--- config.mk ---
export PLATFORM = sky130hd
export DESIGN_NAME = channel_in_lane_split
export DESIGN_NICKNAME = d
export VERILOG_FILES = /design/src/rtl/channel_in_lane_split.sv
export SDC_FILE = /design/constraint.sdc
export NUM_CORES = 1
export LEC_CHECK = 0
export ABC_CLOCK_PERIOD_IN_PS = 3100
export BUFFER_PORTS_ARGS = -buffer_cell sky130_fd_sc_hd__buf_2
export CAP_MARGIN = 20
export CORE_ASPECT_RATIO = 1.2
export CORE_MARGIN = 2
export CORE_UTILIZATION = 53
export DETAILED_ROUTE_END_ITERATION = 10
export GPL_ROUTABILITY_DRIVEN = 0
export HOLD_SLACK_MARGIN = 0.12
export PLACE_DENSITY = 0.84
export SKIP_LAST_GASP = 1
export SYNTH_ARGS = -nofsm -noshare
export SYNTH_HDL_FRONTEND = slang
export SYNTH_SLANG_ARGS = --single-unit
--- constraint.sdc ---
create_clock -name clk -period 3.1 [get_ports clk]
set_input_delay 0.465 -clock clk [delete_from_list [all_inputs] [get_ports clk]]
set_output_delay 0.465 -clock clk [all_outputs]
set_load 0.02 [all_outputs]
--- src/rtl/channel_in_lane_split.sv ---
// Splits a word of COMPUTE_CHANNEL_IN_NUM packed channel-in lanes into one output
// beat per lane, lane 0 first, with valid/ready on both sides and no bubbles.
`ifndef PICTURE_NUM
`define PICTURE_NUM 1
`endif
`ifndef WIDTH_DATA_OUT
`define WIDTH_DATA_OUT 8
`endif

module channel_in_lane_split #(
  parameter int COMPUTE_CHANNEL_IN_NUM = 2,
  localparam int LANE_W = `PICTURE_NUM * `WIDTH_DATA_OUT * 2,
  localparam int CNT_W  = ($clog2(COMPUTE_CHANNEL_IN_NUM) > 1) ? $clog2(COMPUTE_CHANNEL_IN_NUM) : 1
) (
  input  logic                                     clk,
  input  logic                                     rst_n,
  input  logic                                     s_valid,
  output logic                                     s_ready,
  input  logic [COMPUTE_CHANNEL_IN_NUM*LANE_W-1:0] s_data,
  input  logic                                     s_last,
  output logic                                     m_valid,
  input  logic                                     m_ready,
  output logic [LANE_W-1:0]                        m_data,
  output logic [CNT_W-1:0]                         m_lane,
  output logic                                     m_last
);

  localparam logic [CNT_W-1:0] LAST_LANE = CNT_W'(COMPUTE_CHANNEL_IN_NUM - 1);

  typedef enum logic {IDLE, SEND} state_e;

  state_e                                        state_q, state_d;
  logic [COMPUTE_CHANNEL_IN_NUM-1:0][LANE_W-1:0] holdData_q, holdData_d;
  logic                                          holdLast_q, holdLast_d;
  logic [CNT_W-1:0]                              cnt_q, cnt_d;

  logic holdValid;
  logic onLastLane;
  logic inXfer;
  logic outXfer;

  assign holdValid  = (state_q == SEND);
  assign onLastLane = (cnt_q == LAST_LANE);

  // Accept a new word while the final lane of the current one leaves, so words stream back-to-back.
  assign s_ready = !holdValid || (m_ready && onLastLane);
  assign inXfer  = s_valid && s_ready;
  assign outXfer = holdValid && m_ready;

  assign m_valid = holdValid;
  assign m_data  = holdData_q[cnt_q];
  assign m_lane  = cnt_q;
  assign m_last  = holdLast_q && onLastLane;

  always_comb begin
    state_d    = state_q;
    holdData_d = holdData_q;
    holdLast_d = holdLast_q;
    cnt_d      = cnt_q;
    if (inXfer) begin
      state_d    = SEND;
      holdData_d = s_data;
      holdLast_d = s_last;
      cnt_d      = '0;
    end else if (outXfer) begin
      if (onLastLane) begin
        state_d = IDLE;
      end else begin
        cnt_d = cnt_q + CNT_W'(1);
      end
    end
  end

  always_ff @(posedge clk or negedge rst_n) begin
    if (!rst_n) begin
      state_q    <= IDLE;
      holdData_q <= '0;
      holdLast_q <= 1'b0;
      cnt_q      <= '0;
    end else begin
      state_q    <= state_d;
      holdData_q <= holdData_d;
      holdLast_q <= holdLast_d;
      cnt_q      <= cnt_d;
    end
  end

endmodule

==> qor.yml <==
status: "finished, final reports clean"
timing.setup.tns_ns: 0
post-route-util_pct: 65.37
grt_pass1_wl_um: 5181
hold_slack_ns: 0.2010
switching_share_pct: 35.67
wl_um: 2911
fin_crit_sh_pct: 72.61
postSynthAreaPerCell_um2: 17.11
total_power_mw: 2.104
synth_cells: 98
reg2reg_depth: 3
ios: 57
drtIter0Drc: 24
layout.nets: 193
cts_max_level: 2
critPathMaxStageDelay_ns: 0.89
slew_headroom_pct: 45.77
fp.dieArea_um2: 3631
setup_viol: 0
clock.fmax_mhz: 444.3
slowest_stage: "dfrtp_1"
cts.clk_slew.worst_paths_ns: 0.10
crit-reg2reg-launch: "m_lane"
die_x_um: 55.35
p_sw_mw: 0.7504
skew_ns: 0.006914
critPathKind: "reg2out"
clkLatencyLatePin_ns: 0.33
syn-cell-area_um2: 1677
ys_warn_count: 0
drc_errors: 0
drt-wirelength-per-cell_um: 15.08
ctsResizeCount: 0
drtAntennaViolNets: 0
p_leak_nw: 1.040
drive_gt1_share_pct: 72.61
port_buffers: 56
p_comb_share_pct: 48.8
fill_cells: 253
seqPwrFrac_pct: 40.2
antenna_found_initial: 0
p_per_area_nw_per_um2: 1063
cp-end-kind: "primary output"
grt_max_degree: 36
n_antenna_cell: 0
cts_tree: "built"
maxSlewViolCount: 0
fin_crit_ns: 2.251
maxCapViolCount: 0
start_util_pct: 55.37
cts-root-buf: "clkbuf_4"
num_rows: 22
core_um2: 3028
required_ns: 2.63
clk_path_buf_depth: 2
cp.arrival_ns: 1.79
hp-class: "in2async"
via_per_inst: 5.093
grt_pass1_vias: 1067
die_h_um: 65.61
globalRouteOverflowTotal: 0
area_growth_syn_to_layout_pct: 18.06
synth_nets: 135
place_hpwl_um: 2030
critPathLaunchType: "register"
r2r_end: "holdData_q[29]"
drt_pass1_iterations: 4
yosysSeqAreaShare_pct: 52.24
cts_num_sinks: 35
irDropWorstVdd_uv: 598.6
clkPwrFrac_pct: 11.0
finalHoldViolations: 0
cts_buffers: 5
rsz0062_at_grt: "no"
num_vias: 983
ys_ff_latch: 35
crit_fanout: 21
r2r_slack_ns: 1.09
yosysUniqueCellTypes: 13
worst_pin_slew_ns: 0.8135
p_int_mw: 1.353
hold_buffers: 0
postCtsSetupBuffers: 0
crit_chain: "mux2_2 -> buf_2"
grt_usage_pct: 18.49
power by group through the flow:
stage	logic, mW	registers, mW	clock network (mW)
after detailed placement	1.04	0.852	0
after CTS	1.04	0.847	0.242
after global routing	1.10	0.885	0.270
after global placement	1.02	0.834	0
after floorplan	0.860	0.783	0
final	1.03	0.845	0.232
synth_stat cells (all sizes together):
cell	number	area (µm²)
and2	1	6.260
a21bo	1	16.27
nand2	3	18.77
dfrtp	35	875.8
mux2	49	664.4
inv	1	3.750
and2b	1	8.760
buf	5	72.57
o21ai	2	10.01
sequential cells by signal, summed over array words and instances, names as in the netlist:
name,count
holdData_q,32
holdLast_q,1
m_lane,1
m_valid,1
per-stage QoR:
| step | std cells | area, µm² | setup slack (ns) |
|---|---|---|---|
| after floorplan | 98 | 1677 | 1.355 |
| after global placement | 185 | 1929 | 1.125 |
| after detailed placement | 185 | 1929 | 1.076 |
| after CTS | 193 | 1979 | 0.8056 |
| after global routing | 193 | 1979 | 0.7042 |
| final | 193 | 1979 | 0.8492 |
layer usage:
layer	track usage (%)	vias to the layer above	wire length [µm]
li1	-	460	-
met1	24.10	477	1264
met2	29.17	42	1404
met3	7.087	4	214
met4	4.573	0	27
met5	0	-	0
worst max-delay path by stage:
stage	start	endpoint	slack (ns)	cells after the start
2_1_floorplan	m_lane	m_data[0]	1.35	3
3_5_place_dp	m_lane	holdData_q[29]	1.08	3
6_report	m_lane	m_data[0]	0.85	2
5_1_grt	m_lane	m_data[4]	0.70	2
3_3_place_gp	m_lane	holdData_q[29]	1.12	3
4_1_cts	m_lane	m_data[0]	0.81	2
critical path: cells and delay by family, from the launching register on:
| family | cells | cell delay [ns] |
|---|---|---|
| DFF | 1 | 0.89 |
| muxes | 1 | 0.42 |
| buffers and inverters | 1 | 0.16 |
cell families (layout without fill, tap and decap cells):
logic type,count (synthesis),count (layout),share of synthesized area (%)
buffers and inverters,6,65,4.552
flip-flops,35,35,52.24
AO/OA/AOI/OAI,3,3,1.567
AND/OR/NAND/NOR,5,5,2.015
multiplexers,49,49,39.63
final cells by class:
type	instances	area, µm²	share of cell area (%)
well taps	36	45.04	2.276
clock buffers	7	45.04	2.276
clock inverters	1	5.005	0.2528
multi-input cells	57	724.4	36.60
repair buffers	56	280.3	14.16
flip-flops and latches	35	875.8	44.25
inverters	1	3.754	0.1896
layout by cell type (no fill, tap or decap), types with 2 or more instances in the layout:
master	n
buf_2	56
dfrtp_1	35
mux2_4	30
mux2_2	19
clkbuf_4	5
nand2_1	2
o21ai_0	2
clkbuf_1	2
(Power assumes the default switching activity.)
